**src/rtl/mips_control_unit.sv**
```systemverilog
// Main decoder for the MIPS-subset datapath: registers the control word and
// ALU select decoded from op/func, one cycle after the inputs are presented.
module mips_control_unit (
  input  logic       clk,
  input  logic       rst_n,
  input  logic [5:0] op,
  input  logic [5:0] func,
  output logic       RegDst,
  output logic       RegWrite,
  output logic       ALUSrc,
  output logic       MemWrite,
  output logic       MemRead,
  output logic       MemtoReg,
  output logic       Branch,
  output logic [2:0] ALU_op,
  output logic       illegal
);

  localparam logic [5:0] OP_RTYPE = 6'b000000;
  localparam logic [5:0] OP_LW    = 6'b100011;
  localparam logic [5:0] OP_SW    = 6'b101011;
  localparam logic [5:0] OP_BEQ   = 6'b000100;
  localparam logic [5:0] OP_LUI   = 6'b001111;

  localparam logic [5:0] FN_ADD   = 6'b100000;
  localparam logic [5:0] FN_SUB   = 6'b100010;
  localparam logic [5:0] FN_AND   = 6'b100100;
  localparam logic [5:0] FN_OR    = 6'b100101;
  localparam logic [5:0] FN_XOR   = 6'b100110;

  localparam logic [2:0] ALU_ADD  = 3'b000;
  localparam logic [2:0] ALU_SUB  = 3'b001;
  localparam logic [2:0] ALU_AND  = 3'b010;
  localparam logic [2:0] ALU_OR   = 3'b011;
  localparam logic [2:0] ALU_XOR  = 3'b100;
  localparam logic [2:0] ALU_LUI  = 3'b101;

  // Control word: {RegDst, RegWrite, ALUSrc, MemWrite, MemRead, MemtoReg, Branch, ALU_op, illegal}
  logic [10:0] ctrl_d;
  logic [10:0] ctrl_q;

  // Decode op/func; unknown or X inputs fall through to the NOP/illegal word
  always_comb begin
    ctrl_d = 11'b0;
    case (op)
      OP_RTYPE: begin
        case (func)
          FN_ADD:  ctrl_d = {7'b1100000, ALU_ADD, 1'b0};
          FN_SUB:  ctrl_d = {7'b1100000, ALU_SUB, 1'b0};
          FN_AND:  ctrl_d = {7'b1100000, ALU_AND, 1'b0};
          FN_OR:   ctrl_d = {7'b1100000, ALU_OR,  1'b0};
          FN_XOR:  ctrl_d = {7'b1100000, ALU_XOR, 1'b0};
          default: ctrl_d = {7'b0000000, ALU_ADD, 1'b1};
        endcase
      end
      OP_LW:   ctrl_d = {7'b0110110, ALU_ADD, 1'b0};
      OP_SW:   ctrl_d = {7'b0011000, ALU_ADD, 1'b0};
      OP_BEQ:  ctrl_d = {7'b0000001, ALU_SUB, 1'b0};
      OP_LUI:  ctrl_d = {7'b0110000, ALU_LUI, 1'b0};
      default: ctrl_d = {7'b0000000, ALU_ADD, 1'b1};
    endcase
  end

  // Output register, cleared asynchronously
  always_ff @(posedge clk or negedge rst_n) begin
    if (!rst_n) begin
      ctrl_q <= 11'b0;
    end else begin
      ctrl_q <= ctrl_d;
    end
  end

  assign RegDst   = ctrl_q[10];
  assign RegWrite = ctrl_q[9];
  assign ALUSrc   = ctrl_q[8];
  assign MemWrite = ctrl_q[7];
  assign MemRead  = ctrl_q[6];
  assign MemtoReg = ctrl_q[5];
  assign Branch   = ctrl_q[4];
  assign ALU_op   = ctrl_q[3:1];
  assign illegal  = ctrl_q[0];

endmodule

```
**config.mk**
```make
export PLATFORM = sky130hd
export DESIGN_NAME = mips_control_unit
export DESIGN_NICKNAME = d
export VERILOG_FILES = /design/src/rtl/mips_control_unit.sv
export SDC_FILE = /design/constraint.sdc
export NUM_CORES = 1
export LEC_CHECK = 0
export BUFFER_PORTS_ARGS = -buffer_cell sky130_fd_sc_hd__buf_2
export CORE_AREA = 2 2 39 41
export CTS_CLUSTER_DIAMETER = 50
export CTS_CLUSTER_SIZE = 10
export DETAILED_ROUTE_END_ITERATION = 10
export DIE_AREA = 0 0 41 43
export PLACE_DENSITY = 0.66
export RECOVER_POWER = 100
export SETUP_SLACK_MARGIN = 0.02
export SLEW_MARGIN = 20
export SYNTH_ARGS = -nofsm -noshare
export SYNTH_HDL_FRONTEND = slang
export SYNTH_SLANG_ARGS = --single-unit
```
**constraint.sdc**
```tcl
create_clock -name clk -period 0.8 [get_ports clk]
set_clock_uncertainty 0.2 [all_clocks]
set_input_delay 0.04 -clock clk [delete_from_list [all_inputs] [get_ports clk]]
set_output_delay 0.04 -clock clk [all_outputs]
set_load 0.005 [all_outputs]
```
== Word level (Yosys, flattened, before mapping) ==
Cells that the tools add are included.

* Flip-flop bits (word level): 11
* Output and inout bits: 11
* Logic and storage cells: 13

* Equality and inequality tests: 9
* Multiplexer cells: 2
* Reductions and logical operators: 1

{| class="wikitable"
|+ Operators by type and width
! kind !! number
|-
| 11-bit case mux with 5 select lines || 2
|-
| 6-bit == test, second input constant || 7
|-
| 6-bit by 3-bit == test with 1-bit output, second input constant || 1
|-
| 6-bit by 4-bit == test with 1-bit output, second input constant || 1
|-
| 6-bit logical NOT || 1
|}

== Logic depth before layout (Yosys ltp) ==
Gate-level depths: netlist of run 1.

* Word-level depth: 3
* Mapped depth: 3

== Worst setup path before layout of run 1 ==
OpenSTA, ideal clock, no wires.

* Path type: input port to flip-flop
* Start point: in op[3]
* End point: reg ctrl_q[0]
* Data arrival time: 0.632 ns
* Required time: 0.463 ns
* Setup slack: -0.170 ns
* Stages: 3
* Buffers on the path: 0
* Cells stage by stage: or3_1 > a21oi_1 > o221ai_1

* Word-level cells in the longest chain between the ends: 2
* Elaborated cells between the ends (all ways): 6
* Those cells by class: eq/ne: 4; mux: 1; reduce/logical: 1

{| class="wikitable"
|+ RTL lines
! what !! RTL line !! source
|-
| start: declaration || 6 || <nowiki>input logic [5:0] op,</nowiki>
|-
| 6-bit by 4-bit == test with 1-bit output (tied with other cells) || 45 || <nowiki>case (op)</nowiki>
|-
| 11-bit case mux with 5 select lines (*) || 45 ||
|-
| via ctrl_d[0] || 39 || <nowiki>logic [10:0] ctrl_d;</nowiki>
|-
| end signal: assignment || 69 || <nowiki>ctrl_q <= ctrl_d;</nowiki>
|-
| end: declaration || 40 || <nowiki>logic [10:0] ctrl_q;</nowiki>
|}

Mark *: on every way through the listed nets, which the timed path passes. The rest lies on a longest branch.

== Worst setup path in the final report of run 1 ==
* Start point: reg ctrl_q[6]
* End point: out MemRead

{| class="wikitable"
|+ RTL lines
! what !! RTL line !! source
|-
| end: declaration || 12 || <nowiki>output logic MemRead,</nowiki>
|}

No word-level cell between the ends.

==> results of run 1 <==
cells by family (layout without fill, tap and decap cells):
| family | after synthesis | count (layout) | synth area share (%) |
|---|---|---|---|
| and+or+nand+nor | 24 | 24 | 30.0 |
| buffers and inverters | 4 | 39 | 3.91 |
| DFF | 10 | 10 | 52.1 |
| AOI/OAI and AO/OA | 9 | 9 | 14.1 |
worst paths after layout:
path	from	endpoint	cells past startpoint
max in group asynchronous	rst_n	ctrl_q[3]	2
worst max-delay path	ctrl_q[6]	MemRead	1
worst min-delay path	func[0]	ctrl_q[3]	2
min in group asynchronous	rst_n	ctrl_q[8]	2
cells in the mapped netlist, drive strengths merged (2+ instances only):
library cell,number,area share (%)
nand2b,3,3.9
nand2,4,3.6
nor2,3,2.3
dfrtp,10,52
a21oi,2,2.1
nor3,3,4.2
nand3,2,2.1
nor3b,3,4.7
inv,3,2.3
timing repair:
action / CTS / global route
setup endpoints to repair: 15 / 17
pin swaps: 6 / 2
hold endpoints to repair: 20 / 10
setup buffers: 1 / 0
gates resized for setup: 13 / 13
metal layers:
| layer | vias to the layer above | GRT usage (%) | routed length (um) |
|---|---|---|---|
| li1 | 240 | - | - |
| met1 | 196 | 15.4 | 434 |
| met2 | 19 | 20.3 | 569 |
| met3 | 2 | 1.57 | 80 |
| met4 | 0 | 12.0 | 12 |
| met5 | - | 0 | 0 |
final cells by class:
| type | count | area [um^2] | area share, % |
|---|---|---|---|
| Multi-Input combinational cell | 33 | 278 | 34.5 |
| Sequential cell | 10 | 250 | 31.1 |
| Timing Repair Buffer | 33 | 224 | 27.8 |
| Clock buffer | 3 | 22.5 | 2.80 |
| Tap cell | 16 | 20.0 | 2.48 |
| Inverter | 3 | 11.3 | 1.40 |
power by group:
part | total [mW] | internal (mW) | switching [mW]
combinational | 0.198 | 0.104 | 0.0940
sequential | 0.514 | 0.513 | 0.00124
clock | 0.314 | 0.172 | 0.142
stage by stage:
stage / setup WS [ps] / TNS [ps] / hold slack (ps)
after floorplan: -170 / -532 / -456
after global placement: -330 / -2140 / -301
after detailed placement: -342 / -2170 / -298
after global routing: -233 / -2420 / -144
final: -188 / -1860 / -157
after CTS: -203 / -2050 / -187
placed cells by master, fill, tap and decap left out, drive strengths merged:
| cell type | n |
|---|---|
| dlygate4sd3 | 1 |
| a21boi | 1 |
| o21ai | 1 |
| nor2b | 1 |
| inv | 3 |
| nand2b | 3 |
| a21oi | 2 |
| o31ai | 1 |
| a211oi | 1 |
| nand2 | 4 |
| nor2 | 3 |
| buf | 28 |
| dfrtp | 10 |
| nand3 | 2 |
| o2bb2ai | 1 |
| or4 | 1 |
| nor3 | 3 |
| o221ai | 1 |
| nor3b | 3 |
| nand4 | 1 |
| or3 | 1 |
| and2 | 1 |
| nand3b | 1 |
| o211ai | 1 |
| clkbuf | 7 |
==> flow_metrics.env, run 1 <==
export IMPL_hp_class="in -> reg"
export IMPL_layout_setup_ws_ps=-188
export IMPL_setup_viol=13
export IMPL_synth_area_um2=480
export IMPL_final_cells=98
export IMPL_dieHeight_um=43
export IMPL_crit_family="flip-flops"
export IMPL_path_cells="buf_2"
export IMPL_row_count=14
export IMPL_core_um2=1380
export IMPL_grt_pass1_vias=414
export IMPL_dr_pass1_iters=3
export IMPL_cellPowerDensity_nw_per_um2=1270
export IMPL_nFillCells=118
export IMPL_synth_ff_type="dfrtp_1"
export IMPL_top_register="ctrl_q"
export IMPL_largest_register_ffs=10
export IMPL_required_ps=560
export IMPL_synth_cell_type_count=25
export IMPL_seq_area_frac_synth_pct=52.1
export IMPL_ys_seq_elements=10
export IMPL_placed_area_um2=683
export IMPL_drv_cap=0
export IMPL_finalPower_mw=1.03
export IMPL_cts_made_buffers=3
export IMPL_via_count=457
export IMPL_syn_avg_cell_area_um2=10.2
export IMPL_die_area_um2=1760
export IMPL_async_reset_ff_share_pct=100
export IMPL_clock_sinks=10
export IMPL_place_gp_congestion=0.757
export IMPL_clockBufferDepth=2
export IMPL_final_net_count=98
export IMPL_cp_slowest_cell="dfrtp_1"
export IMPL_synth_edff_count=0
export IMPL_period_share_pct=124
export IMPL_grt_max_degree=11
export IMPL_area_growth_pct=67.7
export IMPL_drt_iter0_drc=3
export IMPL_antenna_left=0
export IMPL_cts_tree="done"
export IMPL_clockRootBuffer="clkbuf_4"
export IMPL_slew_headroom_pct=84.0
export IMPL_n_antenna_cell=0
export IMPL_status="finished, violations left"
export IMPL_routed_via_density=4.66
export IMPL_cp_start_kind="flip-flop"
export IMPL_netlist_instances=47
export IMPL_routed_wl_mm=1.10
export IMPL_track_usage_pct=13.4
export IMPL_grt_pass1_wl_mm=1.57
export IMPL_portBuffers=24
export IMPL_clkTransAtPathRegs_ps=60
export IMPL_post_drt_wl_per_cell_um=11.2
export IMPL_die_w_um=41
export IMPL_post_route_util_pct=58.2
export IMPL_rsz0062_at_grt="yes"
export IMPL_design_area_um2=806
export IMPL_start_util_pct=34.7
export IMPL_timing_hold_ws_ps=-157
export IMPL_timing_final_crit_period_ps=988
export IMPL_ir_worst_vdd_mv=0.412
export IMPL_hold_buffers=1
export IMPL_tightest_slew_ps=239
export IMPL_crit_fanout=2
export IMPL_cp_num_buf_inv=1
export IMPL_grt_overflow_total=0
export IMPL_synth_warnings=0
export IMPL_layout_drive_gt1_share_pct=56.1
export IMPL_hold_viol=20
export IMPL_drc=0
export IMPL_syn_nets=61
export IMPL_h_tree_depth=1
export IMPL_antenna_found_initial=0
export IMPL_path_class="reg -> out"
export IMPL_failed_checks="negative hold slack, negative setup slack"
export IMPL_dp_cells=93
export IMPL_power_leakage_nw=0.407
export IMPL_pin_count=25
export IMPL_critical_path_max_stage_delay_ps=370
export IMPL_maxSlewViolCount=0
export IMPL_hpwl_um=797
export IMPL_crit_arrival_ps=750
export IMPL_max_freq_mhz=1010
export IMPL_top_regs="ctrl_q (10)"
export IMPL_end_kind="output pin"
No activity file was read; power rests on OpenSTA's default activity.
==> run 2, diff against run 1 <==
--- a/config.mk
+++ b/config.mk
@@ -6,6 +6,7 @@
 export NUM_CORES = 1
 export LEC_CHECK = 0
 export BUFFER_PORTS_ARGS = -buffer_cell sky130_fd_sc_hd__buf_2
+export CAP_MARGIN = 10
 export CORE_AREA = 2 2 39 41
 export CTS_CLUSTER_DIAMETER = 50
 export CTS_CLUSTER_SIZE = 10
==> constraint.sdc (replaced) <==
create_clock -name clk -period 1.1 [get_ports clk]
set_clock_uncertainty 0.2 [all_clocks]
set_input_delay 0.055 -clock clk [delete_from_list [all_inputs] [get_ports clk]]
set_output_delay 0.055 -clock clk [all_outputs]
set_load 0.005 [all_outputs]
==> run 2 against run 1 <==
Effect of this change: the run ends with negative hold slack left; global-route usage down 2.4 points; first-iteration DRC count rose to 3.7 times the previous value; cell area down 18%; clock power down 29%; sequential share of layout area up 6.8 points; cell count down 2.0%; count of clock-buffer cells in the layout unchanged; die area unchanged; flip-flop and latch count unchanged; hold slack better by 7.0 ps; critical path type is now in -> reg.
==> flow_metrics.env, run 2 (synthesis gave the netlist of run 1 again) <==
export IMPL_ir_worst_vdd_mv=0.434
export IMPL_core_um2=1380
export IMPL_hpwl_um=746
export IMPL_hold_buffers=2
export IMPL_crit_fanout=4
export IMPL_status="finished, violations left"
export IMPL_drt_iter0_drc=11
export IMPL_grt_overflow_total=0
export IMPL_final_net_count=96
export IMPL_rsz0062_at_grt="no"
export IMPL_maxSlewViolCount=0
export IMPL_layout_commonest_cell="buf_2"
export IMPL_cts_tree="done"
export IMPL_drc=0
export IMPL_clkTransAtPathRegs_ps=60
export IMPL_cts_setup_buffers=0
export IMPL_die_area_um2=1760
export IMPL_slew_headroom_pct=66.6
export IMPL_grt_pass1_vias=360
export IMPL_power_leakage_nw=0.310
export IMPL_routed_via_density=4.72
export IMPL_track_usage_pct=11.0
export IMPL_area_growth_pct=37.5
export IMPL_cp_start_kind="input port"
export IMPL_h_tree_depth=1
export IMPL_die_w_um=41
export IMPL_top_regs="ctrl_q (10)"
export IMPL_drv_cap=0
export IMPL_ctsResizeCount=0
export IMPL_clock_sinks=10
export IMPL_nFillCells=139
export IMPL_portBuffers=24
export IMPL_row_count=14
export IMPL_cts_made_buffers=3
export IMPL_n_antenna_cell=0
export IMPL_post_drt_wl_per_cell_um=9.61
export IMPL_layout_common_cells="buf_2 (14), clkbuf_1 (13), dfrtp_1 (10)"
export IMPL_antenna_left=0
export IMPL_critical_path_max_stage_delay_ps=560
export IMPL_failed_checks="negative hold slack"
export IMPL_required_ps=1080
export IMPL_period_share_pct=91.0
export IMPL_dr_pass1_iters=4
export IMPL_setup_viol=0
export IMPL_cellPowerDensity_nw_per_um2=1050
export IMPL_cp_slowest_cell="dlygate4sd3_1"
export IMPL_post_route_util_pct=47.7
export IMPL_grt_pass1_wl_mm=1.30
export IMPL_end_kind="flip-flop"
export IMPL_grt_max_degree=11
export IMPL_start_util_pct=34.7
export IMPL_dieHeight_um=43
export IMPL_via_count=453
export IMPL_top_register="ctrl_q"
export IMPL_pin_count=25
export IMPL_antenna_found_initial=0
export IMPL_largest_register_ffs=10
export IMPL_crit_arrival_ps=980
export IMPL_tightest_slew_ps=501
export IMPL_timing_final_crit_period_ps=1000
export IMPL_path_cells="clkbuf_1 > nand2b_1 > dlygate4sd3_1 > nor2_1"
export IMPL_clockRootBuffer="clkbuf_4"
export IMPL_layout_drive_gt1_share_pct=26.3
export IMPL_hp_class="in -> reg"
export IMPL_timing_hold_ws_ps=-150
export IMPL_path_class="in -> reg"
export IMPL_place_gp_congestion=0.770
export IMPL_clockBufferDepth=2
export IMPL_max_freq_mhz=999
export IMPL_tns_ps=0
export IMPL_routed_wl_um=923
export IMPL_hold_viol=10
-- run 2: cell types whose count changed in the layout (fill, tap and decap cells not counted), sizes merged --
cell / change
dlygate4sd3: +1
buf: -12
clkbuf: +9
-- run 2: through the flow --
stage | hold WS (ps) | instances | cell area (um^2) | total power [mW] | setup WS, ps
3_3_place_gp | -285 | 91 | 651 | 0.479 | -91.8
5_1_grt | -142 | 96 | 661 | 0.729 | 51.5
2_1_floorplan | -441 | 47 | 480 | 0.414 | 115
6_report | -150 | 96 | 661 | 0.695 | 98.5
3_5_place_dp | -284 | 91 | 651 | 0.480 | -85.8
4_1_cts | -167 | 96 | 693 | 0.717 | 99.3
-- run 2: final cells by class --
class                      instances  area (um^2)  area share, %
multi-input combinational         33          203           30.7
tap                               16         20.0           3.03
inverter                           3         11.3           1.70
sequential                        10          250           37.9
timing repair buffer              31          154           23.3
clock buffer                       3         22.5           3.41
-- run 2: critical path, delay by kind of cell --
family,cells,cell delay [ps]
buffers and inverters,2,660
AND/OR/NAND/NOR,2,270
-- run 2: path summary, 6_finish.rpt --
path                          from         end  slack, ps  depth (start not counted)
min in group asynchronous    rst_n  ctrl_q[10]         80                          2
setup / recovery           func[1]   ctrl_q[2]        100                          4
hold / removal             func[0]   ctrl_q[3]       -150                          2
max in group asynchronous    rst_n   ctrl_q[6]        290                          2
-- run 2: per-layer routing --
layer	wire length [um]	vias to the layer above	global-route usage (%)
met2	416	18	16.6
met4	0	0	10.0
met3	86	0	1.57
li1	-	234	-
met5	0	-	0
met1	419	201	12.6
-- run 2: power breakdown --
group | internal [mW] | switching, mW
clock | 0.125 | 0.0977
combinational | 0.0456 | 0.0522
sequential | 0.373 | 0.00115
total | 0.543 | 0.151
==> run 3, diff against run 2 <==
--- a/config.mk
+++ b/config.mk
@@ -14,6 +14,7 @@
 export DIE_AREA = 0 0 41 43
 export PLACE_DENSITY = 0.66
 export RECOVER_POWER = 100
+export REMOVE_ABC_BUFFERS = 1
 export SETUP_SLACK_MARGIN = 0.02
 export SLEW_MARGIN = 20
 export SYNTH_ARGS = -nofsm -noshare
==> run 3 against run 2 <==
Effect of this change: the run still ends with negative hold slack left; combinational power is 13% higher; critical endpoint is now ctrl_q[3]; core utilization rose by 4.6 points; cell area grew 9.7%; via count rose by 4.6%; sequential power is essentially flat; non-clock buffer count rose by 5; critical path depth decreased by 1; routed wire length rose by 19%; power rose by 15%; flip-flop and latch count unchanged; worst setup slack got worse by 36 ps.
==> flow_metrics.env, run 3 (synthesis gave the netlist of run 1 again) <==
export IMPL_antenna_found_initial=0
export IMPL_crit_arrival_ps=1000
export IMPL_tightest_slew_ps=498
export IMPL_n_antenna_cell=0
export IMPL_final_cells=102
export IMPL_setup_viol=0
export IMPL_dieHeight_um=43
export IMPL_timing_final_crit_period_ps=1040
export IMPL_rsz0062_at_grt="no"
export IMPL_die_area_um2=1760
export IMPL_drt_iter0_drc=3
export IMPL_routed_wl_mm=1.10
export IMPL_place_gp_congestion=0.815
export IMPL_largest_register_ffs=10
export IMPL_power_leakage_nw=0.338
export IMPL_cellPowerDensity_nw_per_um2=1100
export IMPL_regArea_um2=250
export IMPL_portBuffers=24
export IMPL_cp_slowest_cell="dlygate4sd3_1"
export IMPL_core_um2=1380
export IMPL_path_cells="clkbuf_2 > dlygate4sd3_1 > o31ai_1"
export IMPL_cts_setup_buffers=0
export IMPL_required_ps=1060
export IMPL_cts_tree="done"
export IMPL_pin_count=25
export IMPL_via_count=474
export IMPL_timing_hold_ws_ps=-106
export IMPL_dr_pass1_iters=4
export IMPL_maxSlewViolCount=0
export IMPL_multiInputGateArea_um2=203
export IMPL_grt_pass1_vias=491
export IMPL_layout_common_cells="clkbuf_1 (13), buf_2 (11), dfrtp_1 (10)"
export IMPL_top_register="ctrl_q"
export IMPL_row_count=14
export IMPL_hpwl_um=824
export IMPL_path_class="in -> reg"
export IMPL_drv_cap=0
export IMPL_end_kind="flip-flop"
export IMPL_top_regs="ctrl_q (10)"
export IMPL_grt_max_degree=11
export IMPL_antenna_left=0
export IMPL_post_drt_wl_per_cell_um=10.8
export IMPL_h_tree_depth=1
export IMPL_start_util_pct=34.7
export IMPL_crit_fanout=4
export IMPL_layout_commonest_cell="clkbuf_1"
export IMPL_routed_via_density=4.65
export IMPL_ir_worst_vdd_mv=0.401
export IMPL_crit_family="buffers and inverters"
export IMPL_cp_start_kind="input port"
export IMPL_critical_path_max_stage_delay_ps=580
export IMPL_layout_drive_gt1_share_pct=26.7
export IMPL_clkTransAtPathRegs_ps=60
export IMPL_drc=0
export IMPL_status="finished, violations left"
export IMPL_area_growth_pct=50.8
export IMPL_post_route_util_pct=52.4
export IMPL_failed_checks="negative hold slack"
export IMPL_die_w_um=41
export IMPL_grt_overflow_total=0
export IMPL_max_freq_mhz=963
export IMPL_cts_made_buffers=3
export IMPL_cp_num_buf_inv=2
export IMPL_clockBufferDepth=2
export IMPL_slew_headroom_pct=66.8
export IMPL_nFillCells=144
export IMPL_period_share_pct=94.4
export IMPL_track_usage_pct=15.6
export IMPL_grt_pass1_wl_mm=1.92
export IMPL_hp_class="in -> reg"
export IMPL_hold_viol=7
export IMPL_final_net_count=101
export IMPL_clockRootBuffer="clkbuf_4"
export IMPL_dp_cells=92
export IMPL_clock_sinks=10
## run 3: cell count changes in the layout (fill, tap and decap cells not counted), sizes merged
cell	change
dlygate4sd3	+4
clkbuf	+3
buf	-1
## run 3: final cells by class
cell class                      count  area share (%)
Timing Repair Buffer               36            28.2
Multi-Input combinational cell     33            28.0
Inverter                            3            1.55
Tap cell                           16            2.76
Sequential cell                    10            34.5
Clock buffer                        4            5.01
## run 3: worst min-delay path: stages
cell	delay, ps
buf_2	130
nand3b_1	70
a211oi_1	60
## run 3: metrics by stage
stage	instance area [um^2]	setup WS (ps)	power (mW)	hold WS [ps]	setup TNS [ps]
final	724	62.1	0.800	-106	0
after global routing	724	18.6	0.842	-68.5	0
after CTS	754	65.3	0.814	-125	0
after detailed placement	658	-67.5	0.481	-280	-154
after global placement	658	-47.5	0.479	-286	-94.0
after floorplan	473	115	0.414	-441	0
## run 3: worst paths after layout
path	startpoint	end	depth (start not counted)
worst min-delay path	op[2]	ctrl_q[8]	3
min in group asynchronous	rst_n	ctrl_q[1]	2
max in group asynchronous	rst_n	ctrl_q[9]	2
worst max-delay path	func[0]	ctrl_q[3]	3
## run 3: what timing repair did
item                       CTS  global route
hold endpoints to repair    19             7
setup endpoints to repair    0             1
hold buffers                 6             1
gates resized for setup      0             1
## run 3: power by group
| group | internal [mW] | total [mW] | switching [mW] |
|---|---|---|---|
| Combinational | 0.0559 | 0.111 | 0.0555 |
| Sequential | 0.373 | 0.374 | 0.00136 |
| Clock | 0.200 | 0.315 | 0.114 |
| Total | 0.629 | 0.800 | 0.171 |
## run 3: layer usage
layer / vias to the layer above / wire length (um) / global-route usage, %
met5: - / 0 / 0
met4: 0 / 0 / 11.3
met2: 12 / 590 / 25.3
met3: 0 / 54 / 0.524
li1: 246 / - / -
met1: 216 / 456 / 18.0
